File: src/rtl/wormhole_switch_arbiter_if.sv
// Request, tail and ready inputs plus crossbar selects and pop grants of the 5-port wormhole arbiter.
// The slave modport is the arbiter side; the master modport is the input-buffer/crossbar side.
interface wormhole_switch_arbiter_if #(
    parameter int N_REGISTER = 3,
    parameter int N_BIT_SEL  = 3,
    parameter int N_PORT     = 5
);
    logic [N_REGISTER-1:0] request_L;
    logic [N_REGISTER-1:0] request_N;
    logic [N_REGISTER-1:0] request_E;
    logic [N_REGISTER-1:0] request_S;
    logic [N_REGISTER-1:0] request_W;
    logic [N_PORT-1:0]     tail_in;
    logic [N_PORT-1:0]     out_ready;
    logic [N_BIT_SEL-1:0]  Select_L;
    logic [N_BIT_SEL-1:0]  Select_N;
    logic [N_BIT_SEL-1:0]  Select_E;
    logic [N_BIT_SEL-1:0]  Select_S;
    logic [N_BIT_SEL-1:0]  Select_W;
    logic [N_PORT-1:0]     grant;

    modport slave (
        input  request_L, request_N, request_E, request_S, request_W, tail_in, out_ready,
        output Select_L, Select_N, Select_E, Select_S, Select_W, grant
    );

    modport master (
        output request_L, request_N, request_E, request_S, request_W, tail_in, out_ready,
        input  Select_L, Select_N, Select_E, Select_S, Select_W, grant
    );
endinterface

File: src/rtl/wormhole_switch_arbiter.sv
// Per-output round-robin arbiter with wormhole locking; Select follows a request by 1 cycle.
// grant is combinational and drops while the owner's output is not ready; the lock is held meanwhile.
module wormhole_switch_arbiter #(
    parameter int N_REGISTER = 3,
    parameter int N_BIT_SEL  = 3,
    parameter int N_PORT     = 5
) (
    input  logic                      clk,
    input  logic                      rst,
    wormhole_switch_arbiter_if.slave  bus
);
    localparam logic [N_BIT_SEL-1:0] SEL_IDLE = N_BIT_SEL'(N_PORT);

    typedef enum logic {ST_IDLE, ST_LOCKED} state_t;

    state_t                state_q [N_PORT];
    state_t                state_d [N_PORT];
    logic [N_BIT_SEL-1:0]  sel_q   [N_PORT];
    logic [N_BIT_SEL-1:0]  sel_d   [N_PORT];
    logic [2:0]            ptr_q   [N_PORT];
    logic [2:0]            ptr_d   [N_PORT];
    logic [N_REGISTER-1:0] req     [N_PORT];
    logic [N_PORT-1:0]     req_vld;
    logic [N_PORT-1:0]     grant_c;

    assign req[0] = bus.request_L;
    assign req[1] = bus.request_N;
    assign req[2] = bus.request_E;
    assign req[3] = bus.request_S;
    assign req[4] = bus.request_W;

    always_comb begin
        req_vld = '0;
        for (int i = 0; i < N_PORT; i++) begin
            req_vld[i] = (req[i] < N_REGISTER'(N_PORT));
        end
    end

    always_comb begin
        logic       found;
        logic [3:0] sum;
        logic [2:0] idx;
        logic [2:0] own;
        grant_c = '0;
        found   = 1'b0;
        sum     = '0;
        idx     = '0;
        own     = '0;
        for (int o = 0; o < N_PORT; o++) begin
            state_d[o] = state_q[o];
            sel_d[o]   = sel_q[o];
            ptr_d[o]   = ptr_q[o];
            found      = 1'b0;
            case (state_q[o])
                ST_IDLE: begin
                    // Scan candidates starting at the round-robin pointer, wrapping mod N_PORT.
                    for (int k = 0; k < N_PORT; k++) begin
                        sum = {1'b0, ptr_q[o]} + 4'(k);
                        idx = (sum >= 4'(N_PORT)) ? 3'(sum - 4'(N_PORT)) : sum[2:0];
                        if (!found && req_vld[idx] && (req[idx] == N_REGISTER'(o))) begin
                            found      = 1'b1;
                            state_d[o] = ST_LOCKED;
                            sel_d[o]   = N_BIT_SEL'(idx);
                            ptr_d[o]   = (idx == 3'(N_PORT - 1)) ? 3'd0 : idx + 3'd1;
                        end
                    end
                end
                ST_LOCKED: begin
                    own = 3'(sel_q[o]);
                    if ((own < 3'(N_PORT)) && (req[own] == N_REGISTER'(o)) && bus.out_ready[o]) begin
                        grant_c[own] = 1'b1;
                        if (bus.tail_in[own]) begin
                            state_d[o] = ST_IDLE;
                            sel_d[o]   = SEL_IDLE;
                        end
                    end
                end
                default: begin
                    state_d[o] = ST_IDLE;
                    sel_d[o]   = SEL_IDLE;
                end
            endcase
        end
    end

    always_ff @(posedge clk) begin
        for (int o = 0; o < N_PORT; o++) begin
            if (rst) begin
                state_q[o] <= ST_IDLE;
                sel_q[o]   <= SEL_IDLE;
                ptr_q[o]   <= '0;
            end else begin
                state_q[o] <= state_d[o];
                sel_q[o]   <= sel_d[o];
                ptr_q[o]   <= ptr_d[o];
            end
        end
    end

    assign bus.Select_L = sel_q[0];
    assign bus.Select_N = sel_q[1];
    assign bus.Select_E = sel_q[2];
    assign bus.Select_S = sel_q[3];
    assign bus.Select_W = sel_q[4];
    assign bus.grant    = grant_c;
endmodule

File: src/flat_wrapper.sv
// flat-port wrapper written by rule: the top's interface ports become plain ports
module wormhole_switch_arbiter_flat 
#(
    parameter int N_REGISTER = 3,
    parameter int N_BIT_SEL  = 3,
    parameter int N_PORT     = 5
)
  (clk, rst, bus_request_L, bus_request_N, bus_request_E, bus_request_S, bus_request_W, bus_tail_in, bus_out_ready, bus_Select_L, bus_Select_N, bus_Select_E, bus_Select_S, bus_Select_W, bus_grant);
  wormhole_switch_arbiter_if #(.N_REGISTER(N_REGISTER), .N_BIT_SEL(N_BIT_SEL), .N_PORT(N_PORT)) bus_i ();
  input  logic clk;
  input  logic rst;
  input wire logic [$bits(bus_i.request_L)-1:0] bus_request_L;
  input wire logic [$bits(bus_i.request_N)-1:0] bus_request_N;
  input wire logic [$bits(bus_i.request_E)-1:0] bus_request_E;
  input wire logic [$bits(bus_i.request_S)-1:0] bus_request_S;
  input wire logic [$bits(bus_i.request_W)-1:0] bus_request_W;
  input wire logic [$bits(bus_i.tail_in)-1:0] bus_tail_in;
  input wire logic [$bits(bus_i.out_ready)-1:0] bus_out_ready;
  output wire logic [$bits(bus_i.Select_L)-1:0] bus_Select_L;
  output wire logic [$bits(bus_i.Select_N)-1:0] bus_Select_N;
  output wire logic [$bits(bus_i.Select_E)-1:0] bus_Select_E;
  output wire logic [$bits(bus_i.Select_S)-1:0] bus_Select_S;
  output wire logic [$bits(bus_i.Select_W)-1:0] bus_Select_W;
  output wire logic [$bits(bus_i.grant)-1:0] bus_grant;
  assign bus_i.request_L = bus_request_L;
  assign bus_i.request_N = bus_request_N;
  assign bus_i.request_E = bus_request_E;
  assign bus_i.request_S = bus_request_S;
  assign bus_i.request_W = bus_request_W;
  assign bus_i.tail_in = bus_tail_in;
  assign bus_i.out_ready = bus_out_ready;
  assign bus_Select_L = bus_i.Select_L;
  assign bus_Select_N = bus_i.Select_N;
  assign bus_Select_E = bus_i.Select_E;
  assign bus_Select_S = bus_i.Select_S;
  assign bus_Select_W = bus_i.Select_W;
  assign bus_grant = bus_i.grant;
  wormhole_switch_arbiter #(.N_REGISTER(N_REGISTER), .N_BIT_SEL(N_BIT_SEL), .N_PORT(N_PORT)) u_core (.clk(clk), .rst(rst), .bus(bus_i));
endmodule
File: config.mk
export PLATFORM = sky130hd
export DESIGN_NAME = wormhole_switch_arbiter_flat
export DESIGN_NICKNAME = d
export VERILOG_FILES = /design/src/rtl/wormhole_switch_arbiter_if.sv /design/src/rtl/wormhole_switch_arbiter.sv /design/src/flat_wrapper.sv
export SDC_FILE = /design/constraint.sdc
export NUM_CORES = 1
export LEC_CHECK = 0
export ABC_AREA = 1
export CAP_MARGIN = 20
export CORE_MARGIN = 2
export CORE_UTILIZATION = 63
export CTS_BUF_LIST = sky130_fd_sc_hd__clkbuf_8 sky130_fd_sc_hd__clkbuf_16
export DETAILED_ROUTE_END_ITERATION = 8
export PLACE_DENSITY_LB_ADDON = 0.2
export SYNTH_ARGS = -nofsm -noshare
export SYNTH_HDL_FRONTEND = slang
export SYNTH_SLANG_ARGS = --single-unit
File: constraint.sdc
create_clock -name clk -period 3.7 [get_ports clk]
set_input_delay 1.11 -clock clk [delete_from_list [all_inputs] [get_ports clk]]
set_output_delay 1.11 -clock clk [all_outputs]
set_load 0.02 [all_outputs]
==> results.py <==
metrics = {
    "timing": {
        "period_share_pct": 107,
        "worst_slack_ns": -0.251,
        "setup_viol": 5,
        "relSlewSlack_pct": 54.8,
        "maxSlewViolCount": 0,
        "post-route-min-period_ns": 3.95,
        "tightest_slew_ns": 0.671,
        "finalHoldViolations": 0,
        "max_freq_ghz": 0.253,
        "rsz0062_at_grt": "yes",
        "tns_ns": -0.467,
        "skew_ns": 0.00321,
    },
    "critical_path": {
        "r2r_setup_slack_ns": 0.29,
        "crit_family": "compound AO/OA/AOI/OAI gates",
        "slowest_stage": "a311oi_2",
        "critical_path_depth": 11,
        "end_kind": "primary output",
        "crit_type": "input port to primary output",
        "cp-start-kind": "input port",
        "crit_path_end": "bus_grant[4]",
        "crit_required_ns": 2.59,
        "critPathLaunch": "bus_request_N[1]",
        "r2r_end": "u_core.sel_q[1][1]$_SDFFE_PP0P_",
        "rr_startpoint": "u_core.ptr_q[1][0]$_SDFFE_PP0P_",
        "rr_worst_depth": 18,
        "cp_num_buf_inv": 3,
        "cp.arrival_ns": 2.84,
        "path_cells": "buf_6 -> buf_6 -> nand2_1 -> nor2_1 -> o21ai_1 -> o211ai_1 -> nand2_1 -> nor3_2 -> a311oi_2 -> o211ai_1 -> buf_4",
        "max_stage_delay_ns": 0.40,
        "crit_fanout": 3,
    },
    "final_layout": {
        "stdcell_area_mm2": 0.0108,
        "nets": 1841,
        "area_growth_pct": 25.2,
        "diodes": 0,
        "drive_gt1_share_pct": 19.1,
    },
    "route": {
        "first_iter_violations": 1305,
        "routedWlPerCell_um": 15.4,
        "viasPerCell": 5.95,
        "drc": 0,
        "ant_nets": 0,
        "drt-total-wl_mm": 29.5,
        "vias": 11400,
        "dr.pass1.iters": 7,
    },
    "floorplanning": {
        "num_rows": 42,
        "start_util_pct": 64.6,
        "boundaryPins": 47,
        "core-area_mm2": 0.0133,
        "die_h_um": 121,
        "die_w_um": 121,
        "dieArea_mm2": 0.0146,
    },
    "synthesis": {
        "yosysTopAreaCell": "nand2_1",
        "avgSynthCellArea_um2": 5.49,
        "synth_cells": 1563,
        "yosysWarningCount": 0,
        "async_flop_share_pct": 0,
        "ys_ff_latch": 35,
        "yosysUniqueCellTypes": 63,
        "yosys_most_used_dff": "dfxtp_1",
        "synth_top_area_share_pct": 21.2,
        "yosysMostFrequentCell": "nand2_1",
        "syn-cell-area_mm2": 0.00859,
        "yosysSeqAreaShare_pct": 8.16,
        "synth_edf_count": 0,
        "yosys-top-cells-count": "nand2_1 (484), inv_1 (223), nand3_1 (170)",
        "synth_area_leaders": "nand2_1 (21%), ha_1 (11%), nand3_1 (9.9%)",
        "synth_nets": 1670,
    },
    "clock_network": {
        "clkTransAtPathRegs_ns": 0.06,
        "cts-root-buf": "clkbuf_16",
        "cts_buffer_depth": 2,
        "cts.htree.levels": 2,
        "cts_tree": "yes",
        "cts.sinks": 35,
        "clock_latency_ns": 0.29,
        "cts_made_buffers": 5,
    },
    "run_status": {
        "run_status": "complete, but fails checks",
        "violations": "negative setup slack",
    },
    "job": {
        "drv_cap": 0,
    },
    "placement": {
        "hpwl_mm": 22.2,
        "placedInstanceArea_mm2": 0.00991,
        "pre_cts_ws_ns": -0.974,
        "globalplace.congestion": 1.02,
        "io_buffers": 46,
    },
    "global_routing": {
        "grt-busiest-layer": "met2",
        "grt_max_degree": 19,
        "antenna_found_initial": 0,
        "met1_usage_pct": 49.1,
        "grt_util_met3_pct": 4.67,
        "grtUsageTotal_pct": 38.2,
        "grt_pass1_wl_mm": 46.0,
        "grt_overflow": 0,
        "grt_pass1_vias": 9959,
        "met2_usage_pct": 64.7,
    },
    "hold_path": {
        "hold_path.class": "flip-flop to flip-flop",
        "holdPathStages": 2,
    },
}
[final cells by class]
| cell class | count | area, µm² |
|---|---|---|
| fillers | 1055 | 2540 |
| inverters | 241 | 912 |
| multi-input cells | 1270 | 7290 |
| clock buffers | 5 | 125 |
| repair buffers | 181 | 1480 |
| flip-flops and latches | 35 | 701 |
| clock inverters | 3 | 25.0 |
| well taps | 176 | 220 |
[how the worst min path moves through the flow]
stage                                    startpoint                              end
floorplan              u_core.state_q[0]$_SDFF_PP0_     u_core.state_q[0]$_SDFF_PP0_
global placement       u_core.state_q[0]$_SDFF_PP0_     u_core.state_q[0]$_SDFF_PP0_
detailed placement     u_core.state_q[0]$_SDFF_PP0_     u_core.state_q[0]$_SDFF_PP0_
CTS                 u_core.sel_q[3][1]$_SDFFE_PP0P_  u_core.sel_q[3][1]$_SDFFE_PP0P_
global route        u_core.sel_q[3][1]$_SDFFE_PP0P_  u_core.sel_q[3][1]$_SDFFE_PP0P_
finish              u_core.sel_q[3][1]$_SDFFE_PP0P_  u_core.sel_q[3][1]$_SDFFE_PP0P_
[registers in the layout, indices dropped and copies added (netlist names)]
register        count
u_core.ptr_q       15
u_core.sel_q       15
u_core.state_q      5
[per-layer routing]
metal,part of all wire (%),routed length (µm)
met1,40,11800
met2,46,13600
met3,9.2,2710
met4,4.9,1440
met5,0,0
[cell families (layout without fill, tap and decap cells)]
family	count (synthesis)	count (layout)	share of synthesized area, %
simple gates	902	903	47.3
mux	1	1	0.131
xor+xnor	17	17	2.08
compound gates	269	269	18.5
buf+inv	259	430	11.7
fa+ha+maj	80	80	12.1
flops	35	35	8.16
[repair_timing]
action | in CTS | in global routing
hold buffers | 0 | 0
gates resized for setup | 152 | 69
endpoints found under the hold margin | 0 | 0
setup endpoints to repair | 5 | 17
setup buffers | 34 | 5
gates cloned | 0 | 1
pin swaps | 30 | 35
[per-stage QoR]
step,instances,hold WS (ns),util [%]
4_1_cts,1905,0.557,78.6
5_1_grt,1911,0.568,80.9
6_report,1911,0.555,80.9
3_5_place_dp,1863,0.534,74.5
3_3_place_gp,1863,0.539,74.5
2_1_floorplan,1563,0.515,-
[worst reg2reg max path: cells and delay by family (launching register included)]
kind,cells,cell delay [ns]
adder cells (fa/ha/maj),1,0.46
flip-flops,1,0.59
buffers and inverters,4,0.64
AO/OA/AOI/OAI,2,0.22
AND/OR/NAND/NOR,10,1.02
XOR/XNOR,1,0.35
[placed cells by master, fill, tap and decap left out, types with 6 or more instances in the layout]
cell,count
nand2_1,468
inv_1,210
nand3_1,159
buf_4,133
nor2_1,101
o21ai_0,94
ha_1,75
a21oi_1,67
nand4_1,42
nand2_2,37
dfxtp_1,35
o211ai_1,31
o21ai_1,28
inv_2,27
clkdlybuf4s50_1,25
nand3_2,20
nor3_1,14
buf_6,14
nor2_2,12
nor2_4,12
o21ai_2,9
xor2_1,8
nand3_4,6
nand2_4,6
buf_2,6
Power is not shown: default switching activity piles up to over one toggle a cycle in this logic, so the estimate is an artifact.
